--- src/rtl/tilerisc_wb_defs.sv ---
// Shared Wishbone definitions for the tilerisc bus blocks: default widths,
// the master FSM encoding and a timer-width helper.
package tilerisc_wb_defs;

  localparam int WB_DATA_W = 32;
  localparam int WB_ADDR_W = 32;

  typedef enum logic [1:0] {
    IDLE = 2'd0,
    BUS  = 2'd1,
    RESP = 2'd2
  } wb_state_t;

  // A disabled timeout (0) still needs a legal 1-bit vector.
  function automatic int wb_timer_width(input int timeout);
    return (timeout > 0) ? $clog2(timeout + 1) : 1;
  endfunction

endpackage

--- src/rtl/wb_cmd_master_timeout.sv ---
// Cycle counter for the BUS phase; expired is high in the cycle whose edge
// completes TIMEOUT strobe cycles without an acknowledge.
module wb_timeout_counter
  import tilerisc_wb_defs::*;
#(
  parameter int TIMEOUT = 255
) (
  input  logic clk,
  input  logic reset,
  input  logic clear,
  input  logic enable,
  output logic expired
);

  localparam int CNT_W = wb_timer_width(TIMEOUT);

  generate
    if (TIMEOUT == 0) begin : g_disabled
      logic unused_inputs;
      assign unused_inputs = &{1'b0, clk, reset, clear, enable};
      assign expired       = 1'b0;
    end else begin : g_enabled
      logic [CNT_W-1:0] count_reg;

      // Cleared on every accept, so the count never exceeds TIMEOUT.
      always_ff @(posedge clk) begin
        if (reset) begin
          count_reg <= '0;
        end else if (clear) begin
          count_reg <= '0;
        end else if (enable) begin
          count_reg <= count_reg + CNT_W'(1);
        end
      end

      assign expired = enable && (count_reg == CNT_W'(TIMEOUT - 1));
    end
  endgenerate

endmodule

--- src/rtl/wb_cmd_master.sv ---
// Wishbone classic single-transfer initiator: one command in over valid/ready,
// one bus cycle, one response (read data or timeout error) out over valid/ready.
module wb_cmd_master
  import tilerisc_wb_defs::*;
#(
  parameter  int ADDR_W  = WB_ADDR_W,
  parameter  int DATA_W  = WB_DATA_W,
  parameter  int TIMEOUT = 255,
  localparam int SEL_W   = DATA_W / 8
) (
  input  logic              clk,
  input  logic              reset,
  input  logic              cmd_valid,
  output logic              cmd_ready,
  input  logic              cmd_we,
  input  logic [ADDR_W-1:0] cmd_adr,
  input  logic [DATA_W-1:0] cmd_dat,
  input  logic [SEL_W-1:0]  cmd_sel,
  output logic              rsp_valid,
  input  logic              rsp_ready,
  output logic [DATA_W-1:0] rsp_dat,
  output logic              rsp_err,
  output logic              busy,
  output logic              wbm_cyc_o,
  output logic              wbm_stb_o,
  output logic              wbm_we_o,
  output logic [SEL_W-1:0]  wbm_sel_o,
  output logic [ADDR_W-1:0] wbm_adr_o,
  output logic [DATA_W-1:0] wbm_dat_o,
  input  logic [DATA_W-1:0] wbm_dat_i,
  input  logic              wbm_ack_i
);

  wb_state_t state_reg;
  logic      timer_expired;
  logic      cmd_accept;

  assign cmd_ready  = (state_reg == IDLE);
  assign busy       = (state_reg != IDLE);
  assign cmd_accept = cmd_valid && (state_reg == IDLE);
  assign wbm_stb_o  = wbm_cyc_o;

  wb_timeout_counter #(
    .TIMEOUT (TIMEOUT)
  ) u_timeout (
    .clk     (clk),
    .reset   (reset),
    .clear   (cmd_accept),
    .enable  (state_reg == BUS),
    .expired (timer_expired)
  );

  always_ff @(posedge clk) begin
    if (reset) begin
      state_reg <= IDLE;
      wbm_cyc_o <= 1'b0;
      wbm_we_o  <= 1'b0;
      wbm_sel_o <= '0;
      wbm_adr_o <= '0;
      wbm_dat_o <= '0;
      rsp_valid <= 1'b0;
      rsp_dat   <= '0;
      rsp_err   <= 1'b0;
    end else begin
      case (state_reg)
        IDLE: begin
          if (cmd_valid) begin
            wbm_we_o  <= cmd_we;
            wbm_adr_o <= cmd_adr;
            wbm_dat_o <= cmd_dat;
            wbm_sel_o <= cmd_sel;
            wbm_cyc_o <= 1'b1;
            state_reg <= BUS;
          end
        end
        BUS: begin
          // An ack arriving on the timeout edge still completes the transfer.
          if (wbm_ack_i) begin
            rsp_dat   <= wbm_we_o ? '0 : wbm_dat_i;
            rsp_err   <= 1'b0;
            rsp_valid <= 1'b1;
            wbm_cyc_o <= 1'b0;
            wbm_we_o  <= 1'b0;
            state_reg <= RESP;
          end else if (timer_expired) begin
            rsp_dat   <= '0;
            rsp_err   <= 1'b1;
            rsp_valid <= 1'b1;
            wbm_cyc_o <= 1'b0;
            wbm_we_o  <= 1'b0;
            state_reg <= RESP;
          end
        end
        RESP: begin
          if (rsp_ready) begin
            rsp_valid <= 1'b0;
            state_reg <= IDLE;
          end
        end
        default: begin
          wbm_cyc_o <= 1'b0;
          wbm_we_o  <= 1'b0;
          rsp_valid <= 1'b0;
          state_reg <= IDLE;
        end
      endcase
    end
  end

endmodule
--- config.mk ---
export PLATFORM = sky130hd
export DESIGN_NAME = wb_cmd_master
export DESIGN_NICKNAME = d
export VERILOG_FILES = /design/src/rtl/tilerisc_wb_defs.sv /design/src/rtl/wb_cmd_master_timeout.sv /design/src/rtl/wb_cmd_master.sv
export SDC_FILE = /design/constraint.sdc
export NUM_CORES = 1
export LEC_CHECK = 0
export BUFFER_PORTS_ARGS = -buffer_cell sky130_fd_sc_hd__buf_2
export CORE_ASPECT_RATIO = 0.75
export CORE_MARGIN = 10
export CORE_UTILIZATION = 35
export CTS_BUF_LIST = sky130_fd_sc_hd__clkbuf_8 sky130_fd_sc_hd__clkbuf_16
export CTS_CLUSTER_SIZE = 24
export DETAILED_ROUTE_END_ITERATION = 8
export GPL_TIMING_DRIVEN = 1
export PLACE_DENSITY_LB_ADDON = 0.05
export SLEW_MARGIN = 25
export SYNTH_ARGS = -nofsm -noshare
export SYNTH_HDL_FRONTEND = slang
export SYNTH_HIERARCHICAL = 1
export SYNTH_SLANG_ARGS = --single-unit
--- constraint.sdc ---
create_clock -name clk -period 4.45 [get_ports clk]
set_clock_uncertainty 0.05 [all_clocks]
set_input_delay 0.89 -clock clk [delete_from_list [all_inputs] [get_ports clk]]
set_output_delay 0.89 -clock clk [all_outputs]
set_load 0.02 [all_outputs]
==> results.toml, run 1 <==
[yosys]
synth_ff_type = "dfxtp_1"
synthTopCellsByCount = "141 x nand2_1, 114 x dfxtp_1, 107 x a21oi_1, 35 x o21ai_0, 32 x nand4b_1"
async_flop_share_pct = 0
synth_seq_area_share_pct = 52.6
netlist_instances = 516
synth_enable_flop_cells = 0
yosys.cell_types.count = 31
netlist_area_mm2 = 0.00434
synth.area.top_cells = "dfxtp_1 53%, a21oi_1 12%, nand2_1 12%, nand4b_1 6.5%, o21ai_0 4.0%"
synth_seq_cells = 114
syn_avg_cell_area_um2 = 8.40
syn_nets = 624
yosys_warnings = 6
post-synth-top-count-cell = "nand2_1"
yosysTopAreaCell = "dfxtp_1"
synth_top_cell_area_share_pct = 52.6

[power]
seqPwrFrac_pct = 40.1
pwr-share-comb_pct = 12.3
leakage_nw = 2.68
p_clk_share_pct = 47.6
p_per_area_mw_per_mm2 = 464
internal_power_mw = 2.08
p_total_mw = 2.76
p_sw_share_pct = 24.9
ir_worst_vdd_mv = 0.265
switchingPower_mw = 0.687

[route]
first_pass_iters = 4
drc = 0
antenna_left = 0
drt_iter0_drc = 288
vias = 4216
wl_um = 14100
wire_per_inst_um = 16.0
viasPerCell = 4.79

[cts]
htreeDepth = 4
cts.repair.resized = 0
clkTransAtPathRegs_ps = 50
clockBufferDepth = 2
cts_root_buf = "clkbuf_16"
postCtsHoldBufs = 0
cts_buffers = 17
clock_latency_ps = 400
cts_num_sinks = 114
cts_tree = "yes"
cts_setup_buffers = 0

[sta]
fmax_mhz = 371
period_share_pct = 60.5
setup_viol = 0
finalCriticalPeriod_ps = 2690
rsz0062_at_grt = "false"
drv_slew = 0
hold_viol_final = 0
finalSetupTns_ps = 0
tightest_slew_ps = 935
max_slew_margin_pct = 37.6

[grt]
grt_pass1_vias = 4178
grt_overflow = 0
antenna_found_initial = 0
grt_pass1_wl_um = 22100
grt_usage_pct = 15.7
grt_max_degree = 73

[worst_setup_path]
cp.required_ps = 4650
cp_slowest_stage_delay_ps = 600
startpoint_type = "flop"
crit_arrival_ps = 2890
r2r_setup_slack_ps = 1760
cp_num_buf_inv = 3
path_delay_family = "buffers and inverters"
r2r-end = "rsp_dat[2]$_SDFFE_PP0P_"
reg2reg_depth = 9
cp-end-kind = "flop"
path_max_fanout = 41
timing.rr.start = "state_reg[1]$_SDFFE_PP0P_"
critical_path_class = "flop to flop"
startpoint = "state_reg[1]$_SDFFE_PP0P_"
crit_slowest_cell = "inv_2"
crit_chain = "nand2b_1 > buf_4 > inv_2 > nand4_4 > nor2_1 > nor2_1 > buf_4 > o21ai_0 > a21oi_1"

[floorplanning]
die_w_um = 149
initial_core_util_pct = 35.5
rows = 35
die_y_um = 116
die_area_mm2 = 0.0173
num_io_pins = 213
core_region_area_mm2 = 0.0122

[place]
dpl.hpwl_um = 9660
portBuffers = 212
placed_area_mm2 = 0.00538
dp.cells = 852
gp_congestion = 0.786

[cells_and_area]
layout-drive-gt1-share_pct = 35.0
fin_area_mm2 = 0.00595
top_regs = "rsp_dat (32), wbm_adr_o (32), wbm_dat_o (32)"
final_cells = 880
area_growth_pct = 37.3
nets = 813
n_antenna_cell = 0
utilization_pct = 48.7

[min_path]
holdPathEnd = "wbm_dat_o[23]$_SDFFE_PP0P_"
whs_path_depth = 2
hp-class = "flop to flop"
hp-start = "wbm_dat_o[23]$_SDFFE_PP0P_"

[status]
run_status = "finished, final reports clean"

[flow_run]
max_cap_viol_count = 0
## through the flow
stage	setup WS (ps)	hold WS [ps]
3_3_place_gp	1450	390
5_1_grt	1430	415
6_report	1760	400
3_5_place_dp	1410	393
2_1_floorplan	2300	408
4_1_cts	1760	400
## layer usage
layer	vias to the layer above	part of all wire, %	GRT usage [%]
met5	-	0	0
met4	0	0.94	4.68
met3	13	8.1	6.58
met2	125	47	24.2
met1	1948	43	19.6
li1	2130	-	-
## power groups by stage
stage	clock network [mW]	registers (mW)	logic [mW]
finish	1.31	1.11	0.339
global route	1.40	1.12	0.374
CTS	1.35	1.11	0.345
detailed placement	0	1.13	0.344
global placement	0	1.13	0.340
floorplan	0	1.19	0.157
## cells by family (layout without fill, tap and decap cells)
logic type                 count (synthesis)  count (layout)  share of synthesized area [%]
xor gates and xnor gates                   4               4                          0.808
adders and majority gates                  2               2                          0.577
AOI/OAI and AO/OA                        148             148                           17.5
muxes                                      1               1                          0.231
buffers and inverters                     50             248                           6.38
and+or+nand+nor                          197             197                           21.9
DFF                                      114             114                           52.6
## final cells by class
class / count / area, um^2
fill: 1217 / 6260
sequential: 114 / 2280
multi-input combinational: 352 / 1780
timing repair buffer: 216 / 1090
clock buffer: 22 / 494
tap: 166 / 208
clock inverter: 6 / 80.1
inverter: 4 / 20.0
## layout by cell type, fill, tap and decap left out, types with 5 or more instances in the layout
cell type / n
clkbuf_8: 5
buf_2: 211
nor2_1: 10
clkbuf_16: 17
o21ai_0: 35
nand2_1: 141
a21oi_1: 107
buf_4: 5
dfxtp_1: 114
nand4b_1: 32
## how the worst max path moves through the flow
stage                                                          to  cells after the start  slack, ps
detailed placement  u_timeout/g_enabled.count_reg[1]$_SDFFE_PP0P_                      6       1410
global route                             rsp_dat[30]$_SDFFE_PP0P_                      9       1430
finish                                    rsp_dat[2]$_SDFFE_PP0P_                      9       1760
global placement    u_timeout/g_enabled.count_reg[1]$_SDFFE_PP0P_                      6       1450
CTS                                       rsp_dat[1]$_SDFFE_PP0P_                      9       1760
floorplan           u_timeout/g_enabled.count_reg[1]$_SDFFE_PP0P_                      7       2300
## worst reg2reg max path: stages, from the launching register on
cell and delay, ps:
dfxtp_1 350, nand2b_1 150, buf_4 240, inv_2 610, nand4_4 220, nor2_1 290, nor2_1 70, buf_4 270
o21ai_0 200, a21oi_1 80
No activity file was read; power rests on OpenSTA's default activity.
==> run 2, diff against run 1 <==
==> constraint.sdc (replaced) <==
create_clock -name clk -period 2.5 [get_ports clk]
set_clock_uncertainty 0.05 [all_clocks]
set_input_delay 0.5 -clock clk [delete_from_list [all_inputs] [get_ports clk]]
set_output_delay 0.5 -clock clk [all_outputs]
set_load 0.02 [all_outputs]
==> run 2 against run 1 <==
  * Power increased by 82%
  * Via count increased by 2.4%
  * Wire length increased by 4.2%
==> results.toml, run 2 (same netlist as run 1, synthesis figures left out) <==
[status]
run_status = "finished, final reports clean"

[cells_and_area]
final_cells = 892
top_regs = "rsp_dat (32), wbm_adr_o (32), wbm_dat_o (32)"
nets = 821
n_antenna_cell = 0
mostFrequentLayoutCell = "buf_2"
nFillCells = 1196
area_growth_pct = 39.2
layout_common_cells = "211 x buf_2, 141 x nand2_1, 114 x dfxtp_1"
layout-drive-gt1-share_pct = 35.7

[cts]
clock_latency_ps = 410
postCtsHoldBufs = 0
cts_buffers = 17
cts_root_buf = "clkbuf_16"
cts_setup_buffers = 0
clockBufferDepth = 2
clkTransAtPathRegs_ps = 50
cts_num_sinks = 114
cts.repair.resized = 0
htreeDepth = 4
cts_tree = "yes"

[worst_setup_path]
critical_path_class = "flop to flop"
cp_slowest_stage_delay_ps = 430
path_common_cell = "nor2_1"
crit_chain = "nand2b_1 > inv_2 > nand4_4 > nor2_1 > nor2_1 > buf_4 > o21ai_0 > a21oi_1"
cp.required_ps = 2790
path_max_fanout = 13
reg2reg_depth = 8
startpoint_type = "flop"
crit_arrival_ps = 2240
crit_slowest_cell = "dfxtp_1"
cp-end-kind = "flop"

[grt]
grt_max_degree = 70
grt_usage_pct = 16.1
antenna_found_initial = 0
grt_pass1_wl_um = 22200
grt_overflow = 0
grt_util_met3_pct = 7.63
grtUsageMet2_pct = 25.1
grt_busiest_layer = "met2"
met1_usage_pct = 18.8
grt_pass1_vias = 4249

[route]
drt_iter0_drc = 302
antenna_left = 0
wl_um = 14700
drc = 0
vias = 4319
wire_per_inst_um = 16.5
first_pass_iters = 4
viasPerCell = 4.84

[floorplanning]
die_y_um = 116
die_w_um = 149
num_io_pins = 213
die_area_mm2 = 0.0173
rows = 35
initial_core_util_pct = 35.5
core_region_area_mm2 = 0.0122

[power]
p_total_mw = 5.02
ir_worst_vdd_mv = 0.507
p_per_area_mw_per_mm2 = 832
leakage_nw = 2.73

[place]
gp_congestion = 0.781
dpl.hpwl_um = 10300
portBuffers = 212
pre_cts_ws_ps = 476
dp.cells = 860

[sta]
finalSetupTns_ps = 0
hold_viol_final = 0
period_share_pct = 78.1
finalCriticalPeriod_ps = 1950
setup_viol = 0
tightest_slew_ps = 735
max_slew_margin_pct = 51.0
rsz0062_at_grt = "false"
fmax_mhz = 512
holdWs_ps = 280
setup_ws_ps = 548
drv_slew = 0

[min_path]
hp-class = "input port to flop"
whs_path_depth = 3

[flow_run]
max_cap_viol_count = 0
==> run 2: cell types whose count changed in the layout (fill, tap and decap cells not counted) <==
cell        previous run  this run
buf_4                  5        13
bufinv_16              2         3
clkbuf_8               5         2
clkinvlp_4             0         3
inv_1                  2         5
==> run 2: power breakdown <==
part | total (mW) | switching [mW] | internal [mW]
Combinational | 0.624 | 0.405 | 0.219
Clock | 2.43 | 0.830 | 1.60
Sequential | 1.97 | 0.0519 | 1.92
Total | 5.02 | 1.29 | 3.73
==> run 2: area by class of cell <==
| cell class | count | area [um^2] | area share (%) |
|---|---|---|---|
| clock buffers | 19 | 453 | 7.50 |
| well taps | 166 | 208 | 3.44 |
| inverters | 4 | 20.0 | 0.332 |
| flip-flops and latches | 114 | 2280 | 37.8 |
| clock inverters | 13 | 144 | 2.38 |
| repair buffers | 224 | 1150 | 19.1 |
| multi-input cells | 352 | 1780 | 29.4 |
==> run 2: critical path, delay by kind of cell (launching register included) <==
family / cells / cell delay, ps
buffers and inverters: 2 / 350
and+or+nand+nor: 4 / 800
DFF: 1 / 430
AOI/OAI and AO/OA: 2 / 250
==> run 2: path summary, 6_finish.rpt <==
kind | startpoint | end | slack, ps
min | cmd_dat[19] | wbm_dat_o[19]$_SDFFE_PP0P_ | 280
max reg2reg | state_reg[1]$_SDFFE_PP0P_ | rsp_dat[13]$_SDFFE_PP0P_ | 550
min reg2reg | wbm_adr_o[8]$_SDFFE_PP0P_ | wbm_adr_o[8]$_SDFFE_PP0P_ | 400
max | state_reg[1]$_SDFFE_PP0P_ | rsp_dat[13]$_SDFFE_PP0P_ | 550
==> run 2: stage by stage <==
stage          area (um^2)  utilization [%]
6_report              6040             49.4
5_1_grt               6040             49.4
4_1_cts               6040             49.4
3_5_place_dp          5440             44.5
3_3_place_gp          5440             44.5
2_1_floorplan         4340                -
==> run 2: layer usage <==
metal  vias up  routed length (um)  part of all wire [%]
met5         -                   0                     0
met4         0                 193                   1.3
met3        14                1420                   9.7
met2       158                6890                    47
met1      1997                6190                    42
li1       2150                   -                     -
